File: src/rtl/car_sys_param.sv
// Vehicle safety/access controller: passcode unlock with retry lockout, ultrasonic
// obstacle inhibit with clear-time hysteresis, fire-alarm override, bargraph and buzzer.
module car_sys_param #(
   parameter int                N_US      = 2,
   parameter int                PASS_W    = 4,
   parameter logic [PASS_W-1:0] PASS_KEY  = 4'hA,
   parameter int                MAX_TRIES = 3,
   parameter int                LOCK_CYC  = 1000,
   parameter int                CLR_CYC   = 16,
   parameter int                BUZZ_DIV  = 50,
   parameter int                PROX_W    = 8
) (
   input  logic              CLK,
   input  logic              RST,
   input  logic [N_US-1:0]   US,
   input  logic              FA,
   input  logic [PASS_W-1:0] pass,
   input  logic              enter,
   output logic [PROX_W-1:0] prox,
   output logic              buzz,
   output logic [2:0]        state_o,
   output logic              unlock
);

   localparam int TRY_W  = $clog2(MAX_TRIES + 1);
   localparam int LOCK_W = $clog2(LOCK_CYC + 1);
   localparam int CLR_W  = $clog2(CLR_CYC + 1);
   localparam int DIV_W  = $clog2(2 * BUZZ_DIV + 1);

   localparam logic [TRY_W-1:0]  TRY_LAST  = TRY_W'(MAX_TRIES - 1);
   localparam logic [LOCK_W-1:0] LOCK_LAST = LOCK_W'(LOCK_CYC - 1);
   localparam logic [CLR_W-1:0]  CLR_LAST  = CLR_W'(CLR_CYC - 1);
   localparam logic [DIV_W-1:0]  DIV_STOP  = DIV_W'(BUZZ_DIV - 1);
   localparam logic [DIV_W-1:0]  DIV_DEN   = DIV_W'(2 * BUZZ_DIV - 1);

   typedef enum logic [2:0] {
      S_IDLE    = 3'd0,
      S_WAIT    = 3'd1,
      S_DENIED  = 3'd2,
      S_GRANTED = 3'd3,
      S_STOP    = 3'd4,
      S_EMERG   = 3'd5
   } state_t;

   state_t              r_state;
   state_t              w_next;
   logic [N_US-1:0]     r_us_s1, r_us_s2;
   logic                r_fa_s1, r_fa_s2;
   logic [PASS_W-1:0]   r_pass_q;
   logic [TRY_W-1:0]    r_tries;
   logic [LOCK_W-1:0]   r_lock_cnt;
   logic [CLR_W-1:0]    r_clr_cnt;
   logic [DIV_W-1:0]    r_div_cnt;
   logic [PROX_W-1:0]   r_prox;
   logic                r_buzz;
   logic                w_obst;
   logic [DIV_W-1:0]    w_div_last;

   // Thermometer of active channel count, saturated at the bargraph width
   function automatic logic [PROX_W-1:0] thermo(input logic [N_US-1:0] v);
      int                cnt;
      logic [PROX_W-1:0] t;
      cnt = 0;
      for (int i = 0; i < N_US; i++) cnt += int'(v[i]);
      if (cnt > PROX_W) cnt = PROX_W;
      for (int k = 0; k < PROX_W; k++) t[k] = (cnt > k);
      return t;
   endfunction

   always_comb begin
      w_next     = S_IDLE;
      w_obst     = |r_us_s2;
      w_div_last = (r_state == S_STOP) ? DIV_STOP : DIV_DEN;
      if (r_fa_s2) begin
         w_next = S_EMERG;
      end else begin
         case (r_state)
            S_IDLE:    w_next = enter ? S_WAIT : S_IDLE;
            S_WAIT:    w_next = (r_pass_q == PASS_KEY) ? S_GRANTED :
                                (r_tries == TRY_LAST)  ? S_DENIED  : S_IDLE;
            S_DENIED:  w_next = (r_lock_cnt == LOCK_LAST) ? S_IDLE : S_DENIED;
            S_GRANTED: w_next = w_obst ? S_STOP : (enter ? S_IDLE : S_GRANTED);
            S_STOP:    w_next = (!w_obst && r_clr_cnt == CLR_LAST) ? S_GRANTED : S_STOP;
            S_EMERG:   w_next = S_IDLE;
            default:   w_next = S_IDLE;
         endcase
      end
   end

   always_ff @(posedge CLK or posedge RST) begin
      if (RST) r_state <= S_IDLE;
      else     r_state <= w_next;
   end

   always_ff @(posedge CLK or posedge RST) begin
      if (RST) begin
         r_us_s1    <= '0;
         r_us_s2    <= '0;
         r_fa_s1    <= 1'b0;
         r_fa_s2    <= 1'b0;
         r_pass_q   <= '0;
         r_tries    <= '0;
         r_lock_cnt <= '0;
         r_clr_cnt  <= '0;
         r_div_cnt  <= '0;
         r_prox     <= '0;
         r_buzz     <= 1'b0;
      end else begin
         r_us_s1 <= US;
         r_us_s2 <= r_us_s1;
         r_fa_s1 <= FA;
         r_fa_s2 <= r_fa_s1;

         if (r_state == S_IDLE && w_next == S_WAIT) r_pass_q <= pass;

         // A fire alarm during WAIT leaves the retry count untouched
         if (r_state == S_WAIT && !r_fa_s2) begin
            if (r_pass_q == PASS_KEY || r_tries == TRY_LAST) r_tries <= '0;
            else                                              r_tries <= r_tries + TRY_W'(1);
         end else if (r_state == S_EMERG && !r_fa_s2) begin
            r_tries <= '0;
         end

         if (w_next == S_DENIED && r_state == S_DENIED) r_lock_cnt <= r_lock_cnt + LOCK_W'(1);
         else                                           r_lock_cnt <= '0;

         if (w_next == S_STOP && r_state == S_STOP && !w_obst) r_clr_cnt <= r_clr_cnt + CLR_W'(1);
         else                                                  r_clr_cnt <= '0;

         // Buzzer divider restarts, with buzz high, on every entry to a toggling state
         if (w_next == r_state && (w_next == S_STOP || w_next == S_DENIED)) begin
            if (r_div_cnt == w_div_last) begin
               r_div_cnt <= '0;
               r_buzz    <= ~r_buzz;
            end else begin
               r_div_cnt <= r_div_cnt + DIV_W'(1);
            end
         end else begin
            r_div_cnt <= '0;
            r_buzz    <= (w_next == S_STOP) || (w_next == S_DENIED) || (w_next == S_EMERG);
         end

         if (w_next == S_GRANTED || w_next == S_STOP) r_prox <= thermo(r_us_s2);
         else if (w_next == S_EMERG)                  r_prox <= '1;
         else                                         r_prox <= '0;
      end
   end

   assign prox    = r_prox;
   assign buzz    = r_buzz;
   assign state_o = r_state;
   assign unlock  = (r_state == S_GRANTED) || (r_state == S_STOP);

endmodule
File: config.mk
export PLATFORM = sky130hd
export DESIGN_NAME = car_sys_param
export DESIGN_NICKNAME = d
export VERILOG_FILES = /design/src/rtl/car_sys_param.sv
export SDC_FILE = /design/constraint.sdc
export NUM_CORES = 1
export LEC_CHECK = 0
export CAP_MARGIN = 40
export CELL_PAD_IN_SITES_DETAIL_PLACEMENT = 1
export CELL_PAD_IN_SITES_GLOBAL_PLACEMENT = 2
export CORE_ASPECT_RATIO = 0.7
export CORE_MARGIN = 2
export CORE_UTILIZATION = 36
export DETAILED_ROUTE_END_ITERATION = 8
export PLACE_DENSITY = 0.78
export SLEW_MARGIN = 20
export SYNTH_ARGS = -nofsm -noshare
export SYNTH_HDL_FRONTEND = slang
export SYNTH_SLANG_ARGS = --single-unit
File: constraint.sdc
create_clock -name CLK -period 2.91 [get_ports CLK]
set_input_delay 0.873 -clock CLK [delete_from_list [all_inputs] [get_ports CLK]]
set_output_delay 0.873 -clock CLK [all_outputs]
set_load 0.1 [all_outputs]
; ---- Word-level counts from Yosys, hierarchy flattened
; Index checks and enable logic that the tools add are counted.
[totals]
ff_bits = 46
input_bits = 10
wordCells = 85
[classes]
add_sub_neg = 5
magnitude_cmp = 9
n_eq_ne = 17
mux = 23
bitwise_logic = 1
n_reduce_logical = 18
[op_table]
columns = op, count
row1 = greater-than comparator 32 x 4 -> 1 bit (second input constant), 4
row2 = greater-than comparator 32 x 3 -> 1 bit (second input constant), 2
row3 = greater-than comparator 32 x 1 -> 1 bit (second input constant), 1
row4 = greater-than comparator 32 x 2 -> 1 bit (second input constant), 1
row5 = two-way mux 32 bit, 1
row6 = two-way mux 7 bit, 3
row7 = two-way mux 8 bit, 2
row8 = case mux 3 bit (5 select lines), 1
row9 = two-way mux 2 bit, 7
row10 = equality test 3 x 2 -> 1 bit (second input constant), 4
row11 = equality test 3 bit (second input constant), 4
row12 = adder 10 x 1 -> 10 bit (second input constant), 1
row13 = equality test 10 bit (second input constant), 1
row14 = two-way mux 10 bit, 1
row15 = two-way mux 3 bit, 3
row16 = logical AND 1 bit, 8
row17 = adder 7 x 1 -> 7 bit (second input constant), 1
row18 = equality test 7 bit, 1
row19 = equality test 3 x 1 -> 1 bit (second input constant), 2
row20 = adder 5 x 1 -> 5 bit (second input constant), 1
row21 = equality test 5 x 4 -> 1 bit (second input constant), 1
row22 = logical OR 1 bit, 5
row23 = two-way mux 5 bit, 1
row24 = equality test 4 bit (second input constant), 1
row25 = 13 further kinds, 16

; ---- Depth between registers and ports, before layout
; Gate-level depths: netlist (run 1).
[logic_depth]
depth_word = 11
mapped_depth = 9
ltp_nobuf = 8

; ---- Worst setup path before layout (run 1)
; Ideal clock, no wire load.
[synth_timing]
kind = flip-flop to output port
startpoint = reg r_state[0] (netlist: state_o[0])
endpoint = out unlock
t_arrival_ns = 2.093
required_ns = 2.037
setup_slack_ns = -0.056
stages_incl_launch_ff = 4
n_path_buf = 1
path_cell_list = dfrtp_1 > buf_6 > or3b_4 > nand2_1
[synth_between]
elab_chain_cells = 2
elab_cells_between_ends = 3
cone_classes = 2 x eq/ne / 1 x reduce/logical
[synth_lines]
columns = item, line
row1 = start: declaration, 45  ; state_t r_state;
row2 = start signal: assignment, 92  ; else r_state <= w_next;
row3 = equality test 3 x 2 -> 1 bit / equality test 3 bit (equally long branches), 152  ; assign unlock = (r_state == S_GRANTED) || (r_state == S_STOP);
row4 = logical OR 1 bit (*), 152
row5 = end: declaration, 22  ; output logic unlock
; Every way passes the cells marked *; elsewhere a longest branch is shown, timed or not.

; ---- Final worst setup path (run 1)
[layout_timing]
startpoint = reg r_state[1] (netlist: state_o[1])
endpoint = out unlock
; Same word-level chain as after synthesis.

==> results by group, run 1 <==
Status
  – Status: finished clean

STA
  – Unrepaired setup endpoints after global routing: false
  – Final Slew Violations: 0
  – Achievable Freq: 409.2 MHz
  – Final Hold Fails: 0
  – Slew headroom: 0.5764
  – Final hold slack: 349.2 ps
  – Final worst path period need: 2444 ps
  – Worst-margin pin slew: 626.8 ps
  – Tcrit/Tclk final: 0.8398
  – Clock skew: 5.587 ps
  – Setup-failing EPs final: 0
  – Setup tns final: 0 ps

Floorplan
  – Die height: 65.90 µm
  – Die area: 6091 µm²
  – CORE AREA: 5258 µm²
  – Cell row count: 22
  – Starting Density: 0.3748
  – Total I/O pin count: 23
  – Die X: 92.43 µm

Detailed routing
  – WL/cell: 14.47 µm
  – Remaining antenna violation count: 0
  – Routed vias/inst: 5.029
  – Initial DRC count: 61
  – Drt total wl: 3994 µm
  – # DRC: 0
  – Drt first pass iters: 4
  – Vias post-DR: 1,388

GRT
  – Grt total ovfl: 0
  – Pin count of the biggest net entering global routing: 43
  – Gr usage total: 0.1491
  – First-pass GRT wire length: 7176 µm
  – Vias in the first global route: 1,502
  – Initial antenna violation count: 0

Critical path
  – Arr. time, crit path: 1570 ps
  – Critical setup path kind: flop to output pin
  – Setup crit start kind: flop
  – Reg2reg setup slack: 540 ps
  – CP max FO: 11
  – Crit path capture type: output pin
  – WP data required: 2040 ps

Logic synthesis
  – Prevailing post-synth register cell: dfrtp_1
  – Post-synthesis sequential area ratio: 0.5333
  – YS warnings: 0
  – Net Count, Synth: 199
  – Cells after Synth: 182
  – Post-Syn Area: 1971 µm²
  – Post-synth cell types: 43
  – Seq cells post-synth: 42
  – Post-synth EDFFs: 0
  – Syn Area/Cell: 10.83 µm²
  – Ys async rst share: 1.000

Clock tree
  – Post-CTS Resized: 0
  – CTS root buffer: clkbuf_8
  – Clock tree sinks: 42
  – Total CTS buffers: 5
  – Setup Buffers After CTS: 0
  – Clock transition at path regs: 80 ps
  – CTS hold repair buffers: 0
  – CTS tree: yes
  – Clock buffer depth: 2
  – H-tree levels: 2
  – Clock latency on the worst-skew pair: 280 ps

Finish
  – Share of cells above drive strength 1: 0.1618
  – Commonest non-fill, non-tap cell in the layout: dfrtp_1
  – Non-Filler Instances: 276
  – Layout Nets: 221
  – Synth-to-Final Area Change: 16.76%
  – # diodes: 0
  – Commonest non-fill, non-tap cells in the layout: dfrtp_1 (42), nor2_1 (27), buf_4 (15)

Hold path
  – Hold crit path type: flop to flop

Run
  – Max-cap violations: 0

Placed design
  – DP Wirelength: 2952 µm
  – Dpl cells: 269
  – Port-buffer cells: 22
  – Routability cong.: 0.8029

Power and ir drop
  – PD cells: 520.2 nW/µm²
  – PnR Total Power: 0.001197 W
  – Maximum VDD drop: 222.9 µV
  – Leakage: 0.9953 nW
-- cell families after synthesis --
group,synth area share
adders and majority gates,0.04444
xor gates and xnor gates,0.06666
buffers and inverters,0.05016
AOI/OAI and AO/OA,0.09015
DFF,0.5333
and+or+nand+nor,0.1924
muxes,0.02286
-- metal layers --
metal	track usage	part of all wire	vias to the layer above
met5	0	0	-
met4	0.02799	0.0033	0
met3	0.03877	0.035	2
met2	0.2473	0.46	22
met1	0.1999	0.50	697
li1	-	-	667
-- metrics by stage --
stage / utilization / worst slack, ps / area, µm²
3_3_place_gp: 0.4231 / 254.7 / 2225
6_report: 0.4376 / 466.3 / 2301
2_1_floorplan: - / 189.3 / 1973
5_1_grt: 0.4376 / 372.8 / 2301
4_1_cts: 0.4376 / 467.6 / 2301
3_5_place_dp: 0.4231 / 188.4 / 2225
-- synthesized netlist by cell type (2+ instances only) --
| master | count | share of area |
|---|---|---|
| a21o_1 | 2 | 0.0076 |
| a21oi_1 | 2 | 0.0051 |
| and3_1 | 6 | 0.019 |
| buf_4 | 4 | 0.015 |
| clkbuf_1 | 4 | 0.0076 |
| dfrtp_1 | 42 | 0.53 |
| ha_1 | 7 | 0.044 |
| inv_1 | 10 | 0.019 |
| mux2_2 | 4 | 0.023 |
| nand2_1 | 12 | 0.023 |
| nand3_1 | 7 | 0.018 |
| nand4b_1 | 2 | 0.0089 |
| nor2_1 | 27 | 0.051 |
| nor3_1 | 4 | 0.010 |
| nor3b_1 | 3 | 0.011 |
| nor4bb_1 | 2 | 0.010 |
| o21ai_0 | 2 | 0.0051 |
| o31a_1 | 2 | 0.0089 |
| o31ai_1 | 2 | 0.0076 |
| or3_1 | 2 | 0.0063 |
| xnor2_1 | 10 | 0.044 |
| xor2_1 | 5 | 0.022 |
-- sequential cells by signal, indices dropped and copies added, names as in the netlist, 2 cells and up --
| name | count |
|---|---|
| r_tries | 2 |
| state_o | 3 |
| prox | 4 |
| r_us_s2 | 2 |
| r_pass_q | 4 |
| r_div_cnt | 7 |
| r_clr_cnt | 5 |
| r_lock_cnt | 10 |
| r_us_s1 | 2 |
-- path summary, 6_finish.rpt --
check | startpoint | endpoint | cells past startpoint
worst min-delay path | r_us_s1[0] | r_us_s2[0] | 0
worst min register to register | r_us_s1[0] | r_us_s2[0] | 0
worst max register to register | state_o[1] | buzz | 5
worst max-delay path | state_o[1] | unlock | 3
max in group asynchronous | RST | r_lock_cnt[0] | 3
min in group asynchronous | RST | r_tries[0] | 3
-- worst max-delay path, cell delays in order, from the launching register on --
cell and delay (ps):
dfrtp_1 520, or3b_4 480, nand2_2 110, buf_12 170
-- area by class of cell --
cell class              instances  area [µm²]
well taps                      72       90.09
multi-input cells             120       823.3
fillers                       585        2957
clock buffers                   7       76.32
repair buffers                 25       222.7
flip-flops and latches         42        1051
inverters                      10       37.54
-- report_power, final --
part / internal (W) / total, W / switching, W / leakage (nW)
Sequential: 0.000616 / 0.000640 / 0.0000235 / 0.545
Clock: 0.000165 / 0.000346 / 0.000181 / 0.0383
Combinational: 0.0000705 / 0.000211 / 0.000141 / 0.412
Note: power is estimated with default switching activity, not from simulation.
==> inputs of run 2 (changes only) <==
==> constraint.sdc (replaced) <==
create_clock -name CLK -period 2.4 [get_ports CLK]
set_input_delay 0.72 -clock CLK [delete_from_list [all_inputs] [get_ports CLK]]
set_output_delay 0.72 -clock CLK [all_outputs]
set_load 0.1 [all_outputs]
==> run 2 against run 1 <==
Against the previous run:
- global-route usage rose by 1.2 points
- power grew 33%
- final cell count up 3.3%
- clock skew rose by 3.2 ps
- register-to-register slack lost 380 ps
- setup slack worse by 390 ps
- sequential power is 21% higher
==> results by group, run 2 (synthesis gave the netlist of run 1 again) <==
Status
  – Status: finished clean

Power and ir drop
  – Leakage: 1.053 nW
  – P_int: 0.001156 W
  – Maximum VDD drop: 325.5 µV
  – Sw Pwr: 0.0004409 W
  – PD cells: 659.0 nW/µm²
  – Clock Power Share: 0.343
  – Combinational share of power: 0.174
  – Sw frac: 0.2761
  – Sequential power share: 0.484

Detailed routing
  – Drt total wl: 4284 µm
  – Remaining antenna violation count: 0
  – Vias post-DR: 1,428
  – Routed vias/inst: 5.011
  – # DRC: 0
  – Drt first pass iters: 4
  – Initial DRC count: 33
  – WL/cell: 15.03 µm

Clock tree
  – CTS hold repair buffers: 0
  – Post-CTS Resized: 0
  – Total CTS buffers: 5
  – H-tree levels: 2
  – Setup Buffers After CTS: 0
  – CTS tree: yes
  – Clock latency on the worst-skew pair: 300 ps
  – Clock buffer depth: 2
  – CTS root buffer: clkbuf_8
  – Clock tree sinks: 42
  – Clock transition at path regs: 80 ps

STA
  – Tcrit/Tclk final: 0.9694
  – Final Slew Violations: 0
  – Final worst path period need: 2327 ps
  – Slew headroom: 0.6774
  – Worst-margin pin slew: 477.4 ps
  – Clock skew: 8.758 ps
  – Unrepaired setup endpoints after global routing: false
  – Setup-failing EPs final: 0
  – Final Hold Fails: 0
  – Final hold slack: 355.6 ps
  – Achievable Freq: 429.8 MHz
  – Setup ws final: 73.49 ps

Critical path
  – CP max FO: 5
  – Buf/Inv on CP: 2
  – Critical Path, Cell by Cell: or3b_4 > buf_4 > nand2_2 > buf_12
  – Arr. time, crit path: 1610 ps
  – Reg2reg setup slack: 160 ps
  – Critical Path Slowest Stage Cell: dfrtp_4
  – Cell depth of the worst setup path: 4
  – Critical setup path kind: flop to output pin
  – WP data required: 1680 ps
  – Worst R2R Path Depth: 8
  – Crit path capture type: output pin
  – CP delay by family, top: simple AND/OR/NAND/NOR gates
  – CP peak stage delay: 480 ps
  – Setup crit start kind: flop

Run
  – Max-cap violations: 0

GRT
  – Most Used Layer, Global Route: met2
  – Pin count of the biggest net entering global routing: 43
  – Grt met3 use: 0.03535
  – Grt total ovfl: 0
  – Met2 global-route usage: 0.2637
  – Routing usage on met1: 0.2069
  – Gr usage total: 0.1610
  – First-pass GRT wire length: 7452 µm
  – Initial antenna violation count: 0
  – Vias in the first global route: 1,555

Finish
  – Max FFs per register: 10
  – # diodes: 0
  – Commonest non-fill, non-tap cell in the layout: dfrtp_1
  – Core Util, Final: 0.4610
  – Top flop regs: r_lock_cnt x10, r_div_cnt x7, r_clr_cnt x5
  – Synth-to-Final Area Change: 22.98%
  – Share of cells above drive strength 1: 0.2207
  – Layout Nets: 229
  – Commonest non-fill, non-tap cells in the layout: dfrtp_1 (39), nor2_1 (27), buf_4 (22)
  – Non-Filler Instances: 285
  – Top reg by flops: r_lock_cnt
  – Cell area after layout: 2424 µm²

Placed design
  – Pre-CTS setup slack: -132.3 ps
  – Dpl cells: 277
  – Placed Area: 2311 µm²
  – Port-buffer cells: 22
  – Routability cong.: 0.7949
  – DP Wirelength: 3233 µm

Floorplan
  – Cell row count: 22
  – Die area: 6091 µm²
  – Total I/O pin count: 23
  – Die X: 92.43 µm
  – Die height: 65.90 µm
  – Starting Density: 0.3748
  – CORE AREA: 5258 µm²

Hold path
  – WHS Path Cells: 0
  – Hold crit path type: flop to flop
-- run 2: cell types whose count changed in the layout (fill, tap and decap cells not counted) --
cell / delta
nor3b_1: -1
buf_12: +1
dfrtp_1: -3
or4_4: +1
dfrtp_4: +2
o21ai_1: -1
bufinv_16: +1
nor3b_2: +1
o21ai_2: +1
buf_4: +7
or4_2: -1
dfrtp_2: +1
-- run 2: final timing paths --
path                                  to          from
setup / recovery                  unlock    state_o[0]
max in group asynchronous     state_o[1]           RST
setup reg to reg                 prox[2]  r_clr_cnt[0]
min in group asynchronous  r_lock_cnt[8]           RST
hold reg to reg                  r_fa_s2       r_fa_s1
hold / removal                   r_fa_s2       r_fa_s1
-- run 2: final cells by class --
cell class	count	area, µm²
Timing Repair Buffer	33	295.3
Clock buffer	7	76.32
Inverter	10	37.54
Multi-Input combinational cell	120	834.6
Clock inverter	1	30.03
Sequential cell	42	1060
Tap cell	72	90.09
Fill cell	579	2834
-- run 2: power by group through the flow --
stage	logic [W]	clock network, W	registers (W)
floorplan	0.000139	0	0.000843
global placement	0.000269	0	0.000783
CTS	0.000281	0.000566	0.000773
finish	0.000277	0.000547	0.000772
detailed placement	0.000279	0	0.000787
global route	0.000298	0.000604	0.000778
-- run 2: per-stage QoR --
step | total power (W) | TNS [ps]
global placement | 0.001052 | -470.6
global route | 0.001679 | 0
CTS | 0.001619 | 0
detailed placement | 0.001066 | -1643
floorplan | 0.0009824 | -120.4
finish | 0.001597 | 0
-- run 2: layer usage --
metal | wire (µm) | vias to the layer above
met5 | 0 | -
met4 | 78 | 0
met3 | 133 | 10
met2 | 2047 | 26
met1 | 2024 | 711
li1 | - | 681
